<file path="config.mk">
export PLATFORM = sky130hd
export DESIGN_NAME = branch_predict_resolve_flat
export DESIGN_NICKNAME = d
export VERILOG_FILES = /design/src/rtl/branch_predict_resolve_if.sv /design/src/rtl/branch_predict_resolve.sv /design/src/flat_wrapper.sv
export SDC_FILE = /design/constraint.sdc
export NUM_CORES = 1
export LEC_CHECK = 0
export ABC_AREA = 1
export BUFFER_PORTS_ARGS = -buffer_cell sky130_fd_sc_hd__buf_2
export CAP_MARGIN = 0
export CORE_ASPECT_RATIO = 1.1
export CORE_MARGIN = 1
export CORE_UTILIZATION = 40
export CTS_BUF_LIST = sky130_fd_sc_hd__clkbuf_8 sky130_fd_sc_hd__clkbuf_16
export CTS_CLUSTER_SIZE = 14
export DETAILED_ROUTE_END_ITERATION = 10
export PLACE_DENSITY = 0.66
export SLEW_MARGIN = 30
export SYNTH_ARGS = -nofsm -noshare
export SYNTH_HDL_FRONTEND = slang
export SYNTH_SLANG_ARGS = --single-unit
</file>
<file path="constraint.sdc">
create_clock -name CLK -period 2.02 [get_ports CLK]
set_input_delay 0.303 -clock CLK [delete_from_list [all_inputs] [get_ports CLK]]
set_output_delay 0.303 -clock CLK [all_outputs]
set_load 0.01 [all_outputs]
</file>
<file path="src/rtl/branch_predict_resolve_if.sv">
// Bus between the EX stage, the fetch PC-select logic and the branch resolver.
// Optional macro: BRANCH_STATS_EN adds the BR_COUNT / MISPRED_COUNT statistics outputs.
interface branch_predict_resolve_if #(
  parameter int XLEN = 32
);
  // fetch-side lookup
  logic [XLEN-1:0] PC_IF;
  logic            PREDICT_TAKEN_IF;

  // EX-side resolution inputs
  logic            EX_VALID;
  logic            STALL;
  logic [XLEN-1:0] PC_EX;
  logic [XLEN-1:0] Branch_imm;
  logic [XLEN-1:0] Alu_Jump_imm;
  logic [2:0]      func_3;
  logic            branch_signal;
  logic            jump_signal;
  logic            zero_signal;
  logic            sign_bit_signal;
  logic            sltu_bit_signal;
  logic            PRED_TAKEN_EX;

  // redirect back to IF/ID
  logic            FLUSH;
  logic [XLEN-1:0] REDIRECT_PC;

`ifdef BRANCH_STATS_EN
  logic [31:0]     BR_COUNT;
  logic [31:0]     MISPRED_COUNT;
`endif

  // pipeline side: drives fetch PC and EX operands, consumes prediction/redirect
  modport master (
    output PC_IF, EX_VALID, STALL, PC_EX, Branch_imm, Alu_Jump_imm, func_3,
           branch_signal, jump_signal, zero_signal, sign_bit_signal,
           sltu_bit_signal, PRED_TAKEN_EX,
`ifdef BRANCH_STATS_EN
    input  BR_COUNT, MISPRED_COUNT,
`endif
    input  PREDICT_TAKEN_IF, FLUSH, REDIRECT_PC
  );

  // resolver side
  modport slave (
    input  PC_IF, EX_VALID, STALL, PC_EX, Branch_imm, Alu_Jump_imm, func_3,
           branch_signal, jump_signal, zero_signal, sign_bit_signal,
           sltu_bit_signal, PRED_TAKEN_EX,
`ifdef BRANCH_STATS_EN
    output BR_COUNT, MISPRED_COUNT,
`endif
    output PREDICT_TAKEN_IF, FLUSH, REDIRECT_PC
  );
endinterface

</file>
<file path="src/rtl/branch_predict_resolve.sv">
// Branch/jump resolver with a direct-mapped table of 2-bit saturating counters.
// Fetch reads the table combinationally; EX resolves against the carried
// prediction and issues a one-cycle registered FLUSH plus REDIRECT_PC.
// Optional macro: BRANCH_STATS_EN adds saturating branch / mispredict counters.
module branch_predict_resolve #(
  parameter int XLEN        = 32,
  parameter int BHT_ENTRIES = 16,
  parameter int IDX_LSB     = 2
) (
  input logic                  CLK,
  input logic                  RESET_N,
  branch_predict_resolve_if.slave bus
);

  localparam int IDX_W = (BHT_ENTRIES > 1) ? $clog2(BHT_ENTRIES) : 1;

  localparam logic [2:0] F3_BEQ  = 3'b000;
  localparam logic [2:0] F3_BNE  = 3'b001;
  localparam logic [2:0] F3_BLT  = 3'b100;
  localparam logic [2:0] F3_BGE  = 3'b101;
  localparam logic [2:0] F3_BLTU = 3'b110;
  localparam logic [2:0] F3_BGEU = 3'b111;

  localparam logic [1:0] CNT_WEAK_NT = 2'b01;
  localparam logic [1:0] CNT_MAX     = 2'b11;
  localparam logic [1:0] CNT_MIN     = 2'b00;

  logic [1:0]      bht [BHT_ENTRIES];
  logic [IDX_W-1:0] lookup_idx;
  logic [IDX_W-1:0] update_idx;

  logic            flush_q;
  logic [XLEN-1:0] redirect_q;

  logic            resolve;
  logic            is_jump;
  logic            is_branch;
  logic            cond_valid;
  logic            actual_taken;
  logic            mispredict;
  logic            bht_update;
  logic [1:0]      cnt_cur;
  logic [1:0]      cnt_next;
  logic [XLEN-1:0] target;
  logic [XLEN-1:0] jump_target;
  logic [XLEN-1:0] taken_target;
  logic [XLEN-1:0] fallthru_target;

  // PC bits outside the index field and the jump target LSB are intentionally ignored
  logic            unused_bits;
  assign unused_bits = ^{bus.PC_IF, bus.PC_EX, bus.Alu_Jump_imm[0]};

  assign lookup_idx = bus.PC_IF[IDX_LSB +: IDX_W];
  assign update_idx = bus.PC_EX[IDX_LSB +: IDX_W];

  // No bypass: a same-cycle update to this index becomes visible next cycle.
  assign bus.PREDICT_TAKEN_IF = bht[lookup_idx][1];

  // The instruction in EX during a FLUSH cycle is wrong-path and is dropped.
  assign resolve   = bus.EX_VALID & ~bus.STALL & ~flush_q;
  assign is_jump   = bus.jump_signal;
  assign is_branch = bus.branch_signal & ~bus.jump_signal;

  // decode branch condition from the ALU compare flags (rs1 - rs2)
  always_comb begin
    cond_valid   = 1'b1;
    actual_taken = 1'b0;
    case (bus.func_3)
      F3_BEQ:  actual_taken = bus.zero_signal;
      F3_BNE:  actual_taken = ~bus.zero_signal;
      F3_BLT:  actual_taken = bus.sign_bit_signal;
      F3_BGE:  actual_taken = ~bus.sign_bit_signal;
      F3_BLTU: actual_taken = bus.sltu_bit_signal;
      F3_BGEU: actual_taken = ~bus.sltu_bit_signal;
      default: begin
        cond_valid   = 1'b0;
        actual_taken = 1'b0;
      end
    endcase
  end

  assign jump_target     = {bus.Alu_Jump_imm[XLEN-1:1], 1'b0};
  assign taken_target    = bus.PC_EX + bus.Branch_imm;
  assign fallthru_target = bus.PC_EX + XLEN'(4);

  // Jumps have no target buffer behind them, so they always redirect.
  assign mispredict = resolve &
                      (is_jump | (is_branch & (actual_taken != bus.PRED_TAKEN_EX)));

  // select redirect target: jump wins over a branch flagged in the same cycle
  always_comb begin
    target = fallthru_target;
    if (is_jump) begin
      target = jump_target;
    end else if (actual_taken) begin
      target = taken_target;
    end
  end

  // register the redirect; FLUSH lasts exactly one cycle and reset drops it
  always_ff @(posedge CLK or negedge RESET_N) begin
    if (!RESET_N) begin
      flush_q    <= 1'b0;
      redirect_q <= '0;
    end else begin
      flush_q <= mispredict;
      if (mispredict) begin
        redirect_q <= target;
      end
    end
  end

  assign bus.FLUSH       = flush_q;
  assign bus.REDIRECT_PC = redirect_q;

  // only well-formed conditional branches train the table
  assign bht_update = resolve & is_branch & cond_valid;
  assign cnt_cur    = bht[update_idx];

  // saturating counter step
  always_comb begin
    cnt_next = cnt_cur;
    if (actual_taken) begin
      if (cnt_cur != CNT_MAX) begin
        cnt_next = cnt_cur + 2'd1;
      end
    end else begin
      if (cnt_cur != CNT_MIN) begin
        cnt_next = cnt_cur - 2'd1;
      end
    end
  end

  // branch history table: reset to weakly not-taken, trained at resolution
  always_ff @(posedge CLK or negedge RESET_N) begin
    if (!RESET_N) begin
      for (int i = 0; i < BHT_ENTRIES; i++) begin
        bht[i] <= CNT_WEAK_NT;
      end
    end else if (bht_update) begin
      bht[update_idx] <= cnt_next;
    end
  end

`ifdef BRANCH_STATS_EN
  logic [31:0] br_count_q;
  logic [31:0] mispred_count_q;

  // saturating statistics: resolved branches/jumps and issued flushes
  always_ff @(posedge CLK or negedge RESET_N) begin
    if (!RESET_N) begin
      br_count_q      <= '0;
      mispred_count_q <= '0;
    end else begin
      if (resolve && (is_jump || is_branch) && (br_count_q != 32'hFFFF_FFFF)) begin
        br_count_q <= br_count_q + 32'd1;
      end
      if (mispredict && (mispred_count_q != 32'hFFFF_FFFF)) begin
        mispred_count_q <= mispred_count_q + 32'd1;
      end
    end
  end

  assign bus.BR_COUNT      = br_count_q;
  assign bus.MISPRED_COUNT = mispred_count_q;
`endif

endmodule

</file>
<file path="src/flat_wrapper.sv">
// flat-port wrapper written by rule: the top's interface ports become plain ports
module branch_predict_resolve_flat 
#(
  parameter int XLEN        = 32,
  parameter int BHT_ENTRIES = 16,
  parameter int IDX_LSB     = 2
)
  (CLK, RESET_N, bus_PC_IF, bus_EX_VALID, bus_STALL, bus_PC_EX, bus_Branch_imm, bus_Alu_Jump_imm, bus_func_3, bus_branch_signal, bus_jump_signal, bus_zero_signal, bus_sign_bit_signal, bus_sltu_bit_signal, bus_PRED_TAKEN_EX, bus_PREDICT_TAKEN_IF, bus_FLUSH, bus_REDIRECT_PC);
  branch_predict_resolve_if #(.XLEN(XLEN)) bus_i ();
  input logic CLK;
  input logic RESET_N;
  input wire logic [$bits(bus_i.PC_IF)-1:0] bus_PC_IF;
  input wire logic [$bits(bus_i.EX_VALID)-1:0] bus_EX_VALID;
  input wire logic [$bits(bus_i.STALL)-1:0] bus_STALL;
  input wire logic [$bits(bus_i.PC_EX)-1:0] bus_PC_EX;
  input wire logic [$bits(bus_i.Branch_imm)-1:0] bus_Branch_imm;
  input wire logic [$bits(bus_i.Alu_Jump_imm)-1:0] bus_Alu_Jump_imm;
  input wire logic [$bits(bus_i.func_3)-1:0] bus_func_3;
  input wire logic [$bits(bus_i.branch_signal)-1:0] bus_branch_signal;
  input wire logic [$bits(bus_i.jump_signal)-1:0] bus_jump_signal;
  input wire logic [$bits(bus_i.zero_signal)-1:0] bus_zero_signal;
  input wire logic [$bits(bus_i.sign_bit_signal)-1:0] bus_sign_bit_signal;
  input wire logic [$bits(bus_i.sltu_bit_signal)-1:0] bus_sltu_bit_signal;
  input wire logic [$bits(bus_i.PRED_TAKEN_EX)-1:0] bus_PRED_TAKEN_EX;
  output wire logic [$bits(bus_i.PREDICT_TAKEN_IF)-1:0] bus_PREDICT_TAKEN_IF;
  output wire logic [$bits(bus_i.FLUSH)-1:0] bus_FLUSH;
  output wire logic [$bits(bus_i.REDIRECT_PC)-1:0] bus_REDIRECT_PC;
  assign bus_i.PC_IF = bus_PC_IF;
  assign bus_i.EX_VALID = bus_EX_VALID;
  assign bus_i.STALL = bus_STALL;
  assign bus_i.PC_EX = bus_PC_EX;
  assign bus_i.Branch_imm = bus_Branch_imm;
  assign bus_i.Alu_Jump_imm = bus_Alu_Jump_imm;
  assign bus_i.func_3 = bus_func_3;
  assign bus_i.branch_signal = bus_branch_signal;
  assign bus_i.jump_signal = bus_jump_signal;
  assign bus_i.zero_signal = bus_zero_signal;
  assign bus_i.sign_bit_signal = bus_sign_bit_signal;
  assign bus_i.sltu_bit_signal = bus_sltu_bit_signal;
  assign bus_i.PRED_TAKEN_EX = bus_PRED_TAKEN_EX;
  assign bus_PREDICT_TAKEN_IF = bus_i.PREDICT_TAKEN_IF;
  assign bus_FLUSH = bus_i.FLUSH;
  assign bus_REDIRECT_PC = bus_i.REDIRECT_PC;
  branch_predict_resolve #(.XLEN(XLEN), .BHT_ENTRIES(BHT_ENTRIES), .IDX_LSB(IDX_LSB)) u_core (.CLK(CLK), .RESET_N(RESET_N), .bus(bus_i));
endmodule
</file>
==> impl_metrics.ini, run 1 <==
[timing]
final_critical_path_setup_slack_ns = 0.188
period_share_pct = 90.7
rsz0062_at_grt = false
clock_skew_ns = 0.0148
fmax_mhz = 546
post-route-min-period_ns = 1.83
slew_headroom_pct = 72.4
setup_violations = 0
finalHoldViolations = 0
slew_viol_final = 0
final.setup.tns_ns = 0
tightest_slew_ns = 0.413

[setup_path]
rr_worst_depth = 8
critPathArrivalTime_ns = 2.05
critPathRequiredTime_ns = 2.24
r2r_slack_ns = 0.29
crit_path_start_kind = input port
r2r_end = u_core.bht[27]
cp_max_fo = 3
crit_path_end_kind = flop
rr_startpoint = u_core.bus.FLUSH
crit_type = in -> reg

[cts]
cts_tree = built
insertion_delay_ns = 0.34
clk_pin_slew_ns = 0.06
cts-buffers-inserted = 9
htreeDepth = 3
clkSinkCount = 65
cts_root_buf = clkbuf_16
cts_setup_buffers = 0
clk_path_buf_depth = 2

[power]
power.leakage_uw = 0.00519
powerDensity_nw_per_um2 = 586
peakVddDrop_uv = 412
power_uw = 5300

[global_route]
grt_overflow = 0
grt_pass1_wl_mm = 37.8
antenna_found_initial = 0
grtUsageTotal_pct = 26.6
grt_max_degree = 66
grt_pass1_vias = 7779

[cells_and_area]
diodes = 0
fin_util_pct = 52.4
area_delta_synth_final_pct = 26.6
final_layout_size_suffix_gt1_share_pct = 21.5
n_fill_cell = 1834
register_area_um2 = 1650
layout_common_cells = nand2_1, inv_1, buf_2
fin_nets = 1638
fin_area_um2 = 9050
mostFrequentLayoutCell = nand2_1
multi_input_area_um2 = 4670

[placement]
place_ws_ns = -0.143
port_buffers = 145
gp_congestion = 0.956
post-dp-hpwl_mm = 19.1
place_area_um2 = 8740

[detailed_routing]
dr_wl_met2_mm = 11.3
wl_met1_mm = 10.5
viasPerCell = 4.84
drt_pass1_iterations = 5
vias = 8223
ant_nets = 0
routed_wl_mm = 23.3
top_layer = met4
met3_length_mm = 1.11
wire_per_inst_um = 13.7
drc = 0
drtIter0Drc = 479

[synth]
ys_ff_latch = 65
synthFlopType = dfrtp_1
ys.warnings.count = 0
yosysTopAreaCellShare_pct = 26.4
synth_cell_types = 43
synth_nets = 1419
yosys-top-cells-area = nand2_1, dfrtp_1, inv_1, nor2_1, ha_1
synth_edf_count = 0
syn_inst = 1242
seq_area_frac_synth_pct = 23.0
yosysTopAreaCell = nand2_1
async_flop_share_pct = 100
syn_area_um2 = 7150
syn_area_per_cell_um2 = 5.76

[worst_hold_path]
hp-class = in -> reg
hold-path-cell-count = 5
holdPathEnd = u_core.bus.REDIRECT_PC[3]
hp-start = bus_Alu_Jump_imm[3]

[floorplanning]
start_util_pct = 41.4
dieHeight_um = 142
die_x_um = 129
die-area_um2 = 18400
io_pins = 175
rows = 50
core_region_area_um2 = 17300

[run_status]
outcome = completed

[job]
max_cap_viol_count = 0
==> per-stage QoR <==
| stage | cells | hold WS, ns |
|---|---|---|
| after CTS | 1700 | 0.266 |
| after global routing | 1700 | 0.308 |
| after detailed placement | 1683 | 0.349 |
| after global placement | 1683 | 0.347 |
| after floorplan | 1242 | 0.00741 |
| final | 1700 | 0.266 |
==> routing by layer <==
metal	up-vias	track usage [%]
li1	4314	-
met2	231	46.9
met4	0	7.77
met3	30	3.80
met5	-	0
met1	3648	33.3
==> registers in the layout (all words and copies together), names as in the netlist <==
register / flops
u_core.bht: 32
u_core.bus.FLUSH: 1
u_core.bus.REDIRECT_PC: 32
==> timing repair <==
action / in CTS / in global routing
gates resized for setup: 0 / 0
endpoints found under the setup margin: 0 / 0
endpoints found under the hold margin: 43 / 0
hold buffers: 1 / 0
==> worst max path at each step <==
stage / start / to / slack [ns] / cells after the start
3_3_place_gp: bus_Branch_imm[0] / u_core.bus.REDIRECT_PC[20] / -0.13 / 13
3_5_place_dp: bus_Branch_imm[0] / u_core.bus.REDIRECT_PC[20] / -0.14 / 13
5_1_grt: bus_Branch_imm[0] / u_core.bus.REDIRECT_PC[12] / 0.003 / 14
4_1_cts: bus_Branch_imm[0] / u_core.bus.REDIRECT_PC[20] / 0.20 / 13
2_1_floorplan: bus_Branch_imm[0] / u_core.bus.REDIRECT_PC[20] / 0.17 / 12
6_report: bus_Branch_imm[0] / u_core.bus.REDIRECT_PC[22] / 0.19 / 14
==> critical path, cell delays in order <==
cell and delay (ns):
buf_2 0.10, ha_1 0.23, fa_1 0.40, buf_4 0.16, nand2_1 0.06, nand3_1 0.09
nand2_1 0.12, nand2_1 0.14, nand2_1 0.11, nand3_1 0.07, nand3_1 0.11, nand2_1 0.06
nand2_1 0.06, nand2_1 0.05
==> cell usage after synthesis (8+ instances only) <==
cell / n
o21ai_0: 48
o21ai_1: 12
o21ai_2: 8
nor2_1: 129
ha_1: 35
buf_4: 8
or2_2: 8
nand2_1: 503
nand4_1: 8
dfstp_2: 16
nand3_1: 77
xnor2_1: 8
nand3b_1: 14
dfrtp_1: 49
a21oi_1: 56
nor3_1: 11
xor2_1: 13
nand2_2: 9
inv_1: 168
==> report_power, final <==
group          internal, uW  switching [uW]
Sequential             1530             107
Clock                   992             593
Combinational           847            1230
==> cells by family after synthesis <==
logic type	synth area share, %
compound gates	11.3
xor+xnor	2.57
fa+ha+maj	6.40
buf+inv	11.7
flops	23.0
simple gates	45.1
==> final cells by class <==
type	count	share of cell area, %
Clock buffer	10	2.64
Multi-Input combinational cell	975	51.6
Inverter	175	7.27
Tap cell	234	3.23
Clock inverter	6	0.733
Sequential cell	65	18.2
Timing Repair Buffer	235	16.3
No activity file was read; power rests on OpenSTA's default activity.
==> run 2, diff against run 1 <==
--- a/config.mk
+++ b/config.mk
@@ -10,11 +10,11 @@
 export CAP_MARGIN = 0
 export CORE_ASPECT_RATIO = 1.1
 export CORE_MARGIN = 1
-export CORE_UTILIZATION = 40
+export CORE_UTILIZATION = 45
 export CTS_BUF_LIST = sky130_fd_sc_hd__clkbuf_8 sky130_fd_sc_hd__clkbuf_16
 export CTS_CLUSTER_SIZE = 14
 export DETAILED_ROUTE_END_ITERATION = 10
-export PLACE_DENSITY = 0.66
+export PLACE_DENSITY = 0.72
 export SLEW_MARGIN = 30
 export SYNTH_ARGS = -nofsm -noshare
 export SYNTH_HDL_FRONTEND = slang
==> run 2 against run 1 <==
- cell count down 2.2%
- worst setup slack lost 0.040 ns
- largest cell class unchanged
- fmax shrank 2.1%
- flip-flop and latch count stayed put
- die area fell by 11%
- largest power group unchanged
- critical endpoint is now u_core.bus.REDIRECT_PC[20]
==> impl_metrics.ini, run 2 (synthesized netlist as in run 1, its figures left out) <==
[run_status]
outcome = completed

[cells_and_area]
area_delta_synth_final_pct = 25.4
n_fill_cell = 1605
stdcell_count = 1663
layout_common_cells = nand2_1, inv_1, buf_2
fin_nets = 1639
final_layout_size_suffix_gt1_share_pct = 21.5
mostFrequentLayoutCell = nand2_1
fin_util_pct = 58.6
diodes = 0

[timing]
slew_headroom_pct = 74.6
final_critical_path_setup_slack_ns = 0.148
tightest_slew_ns = 0.380
fmax_mhz = 534
slew_viol_final = 0
finalHoldViolations = 0
holdWs_ns = 0.278
clock_skew_ns = 0.00877
setup_violations = 0
rsz0062_at_grt = false
period_share_pct = 92.7
post-route-min-period_ns = 1.87

[cts]
cts_tree = built
clk_pin_slew_ns = 0.05
cts_root_buf = clkbuf_16
cts_setup_buffers = 0
htreeDepth = 3
clkSinkCount = 65
clk_path_buf_depth = 2
insertion_delay_ns = 0.33
cts-buffers-inserted = 9

[setup_path]
crit_path_start_kind = input port
critPathArrivalTime_ns = 2.09
cp_max_fo = 4
rr_startpoint = u_core.bus.FLUSH
crit_type = in -> reg
r2r_end = u_core.bht[3]
critPathRequiredTime_ns = 2.24
rr_worst_depth = 7
cp_cell_sequence = buf_2 -> ha_1 -> fa_1 -> nand3_1 -> nand3_1 -> nand3_1 -> nand3_1 -> nand2_1 -> nand3_1 -> nand3_1 -> nand3_1 -> nand2_1 -> nand2_1
crit_path_end_kind = flop
cpMaxStageDelayCell = fa_1
r2r_slack_ns = 0.30
crit_top_cell = nand3_1
cp_top_family = simple AND/OR/NAND/NOR gates
path_buf_inv = 1
max_stage_delay_ns = 0.41

[floorplanning]
dieHeight_um = 134
die-area_um2 = 16400
rows = 47
io_pins = 175
die_x_um = 122
start_util_pct = 46.8
core_region_area_um2 = 15300

[placement]
post-dp-hpwl_mm = 18.9
gp_congestion = 0.958
port_buffers = 145
place_ws_ns = -0.165
placed_cells = 1646

[power]
swShare_pct = 37.1
p_int_uw = 3230
p_comb_share_pct = 40.2
power.leakage_uw = 0.00518
peakVddDrop_uv = 424
power_frac_seq_pct = 32.0
pwr-share-clk_pct = 27.7
powerDensity_nw_per_um2 = 572
power_uw = 5130
power.switching_uw = 1900

[worst_hold_path]
hold-path-cell-count = 5
hp-class = in -> reg
hp-start = bus_Alu_Jump_imm[11]
holdPathEnd = u_core.bus.REDIRECT_PC[11]

[detailed_routing]
viasPerCell = 5.01
drt_pass1_iterations = 5
drc = 0
wire_per_inst_um = 13.8
ant_nets = 0
routed_wl_mm = 22.9
vias = 8338
drtIter0Drc = 525

[global_route]
grt_pass1_vias = 7763
grt_max_degree = 66
antenna_found_initial = 0
grt_overflow = 0
grt_pass1_wl_mm = 37.4
grtUsageTotal_pct = 29.3

[job]
max_cap_viol_count = 0
run 2: power by group through the flow:
stage / registers [uW] / clock network [uW] / logic [uW]
after detailed placement: 1660 / 0 / 2060
after global routing: 1670 / 1510 / 2330
final: 1640 / 1420 / 2060
after global placement: 1660 / 0 / 2020
after CTS: 1640 / 1450 / 2070
after floorplan: 1720 / 0 / 1120
run 2: tightest hold or removal path, stage by stage:
cell     delay (ns)
buf_2          0.09
nand2_1        0.05
nand2_1        0.05
nand2_1        0.04
nand2_1        0.04
run 2: final cells by class:
| class | instances | area (um^2) | share of cell area (%) |
|---|---|---|---|
| clock buffers | 10 | 239 | 2.66 |
| clock inverters | 6 | 35.0 | 0.391 |
| inverters | 175 | 658 | 7.34 |
| multi-input cells | 975 | 4670 | 52.1 |
| flip-flops and latches | 65 | 1650 | 18.4 |
| well taps | 196 | 245 | 2.73 |
| repair buffers | 236 | 1470 | 16.4 |
run 2: routing by layer:
layer | wire length, um | up-vias | track usage [%] | share of wire (%)
met5 | 0 | - | 0 | 0
met3 | 1200 | 30 | 3.83 | 5.2
li1 | - | 4322 | - | -
met2 | 11400 | 249 | 52.6 | 50
met1 | 9840 | 3737 | 36.1 | 43
met4 | 508 | 0 | 8.40 | 2.2
run 2: worst max path at each step:
stage	cells after the start	slack [ns]	from	end
2_1_floorplan	12	0.17	bus_Branch_imm[0]	u_core.bus.REDIRECT_PC[20]
3_3_place_gp	13	-0.11	bus_Branch_imm[0]	u_core.bus.REDIRECT_PC[20]
3_5_place_dp	13	-0.17	bus_Branch_imm[0]	u_core.bus.REDIRECT_PC[20]
4_1_cts	13	0.18	bus_Branch_imm[0]	u_core.bus.REDIRECT_PC[20]
5_1_grt	13	0.03	bus_Branch_imm[0]	u_core.bus.REDIRECT_PC[20]
6_report	13	0.15	bus_Branch_imm[0]	u_core.bus.REDIRECT_PC[20]
run 2: stage by stage:
step           instance area [um^2]  TNS [ns]
2_1_floorplan                  7150         0
3_3_place_gp                   8680     -1.05
3_5_place_dp                   8680     -1.97
4_1_cts                        8970         0
5_1_grt                        8970         0
6_report                       8970         0
run 2: repair_timing:
item | 4_1_cts | 5_1_grt
hold endpoints to repair | 15 | 0
setup endpoints to repair | 0 | 0
hold buffers | 1 | 0
gates resized for setup | 0 | 0
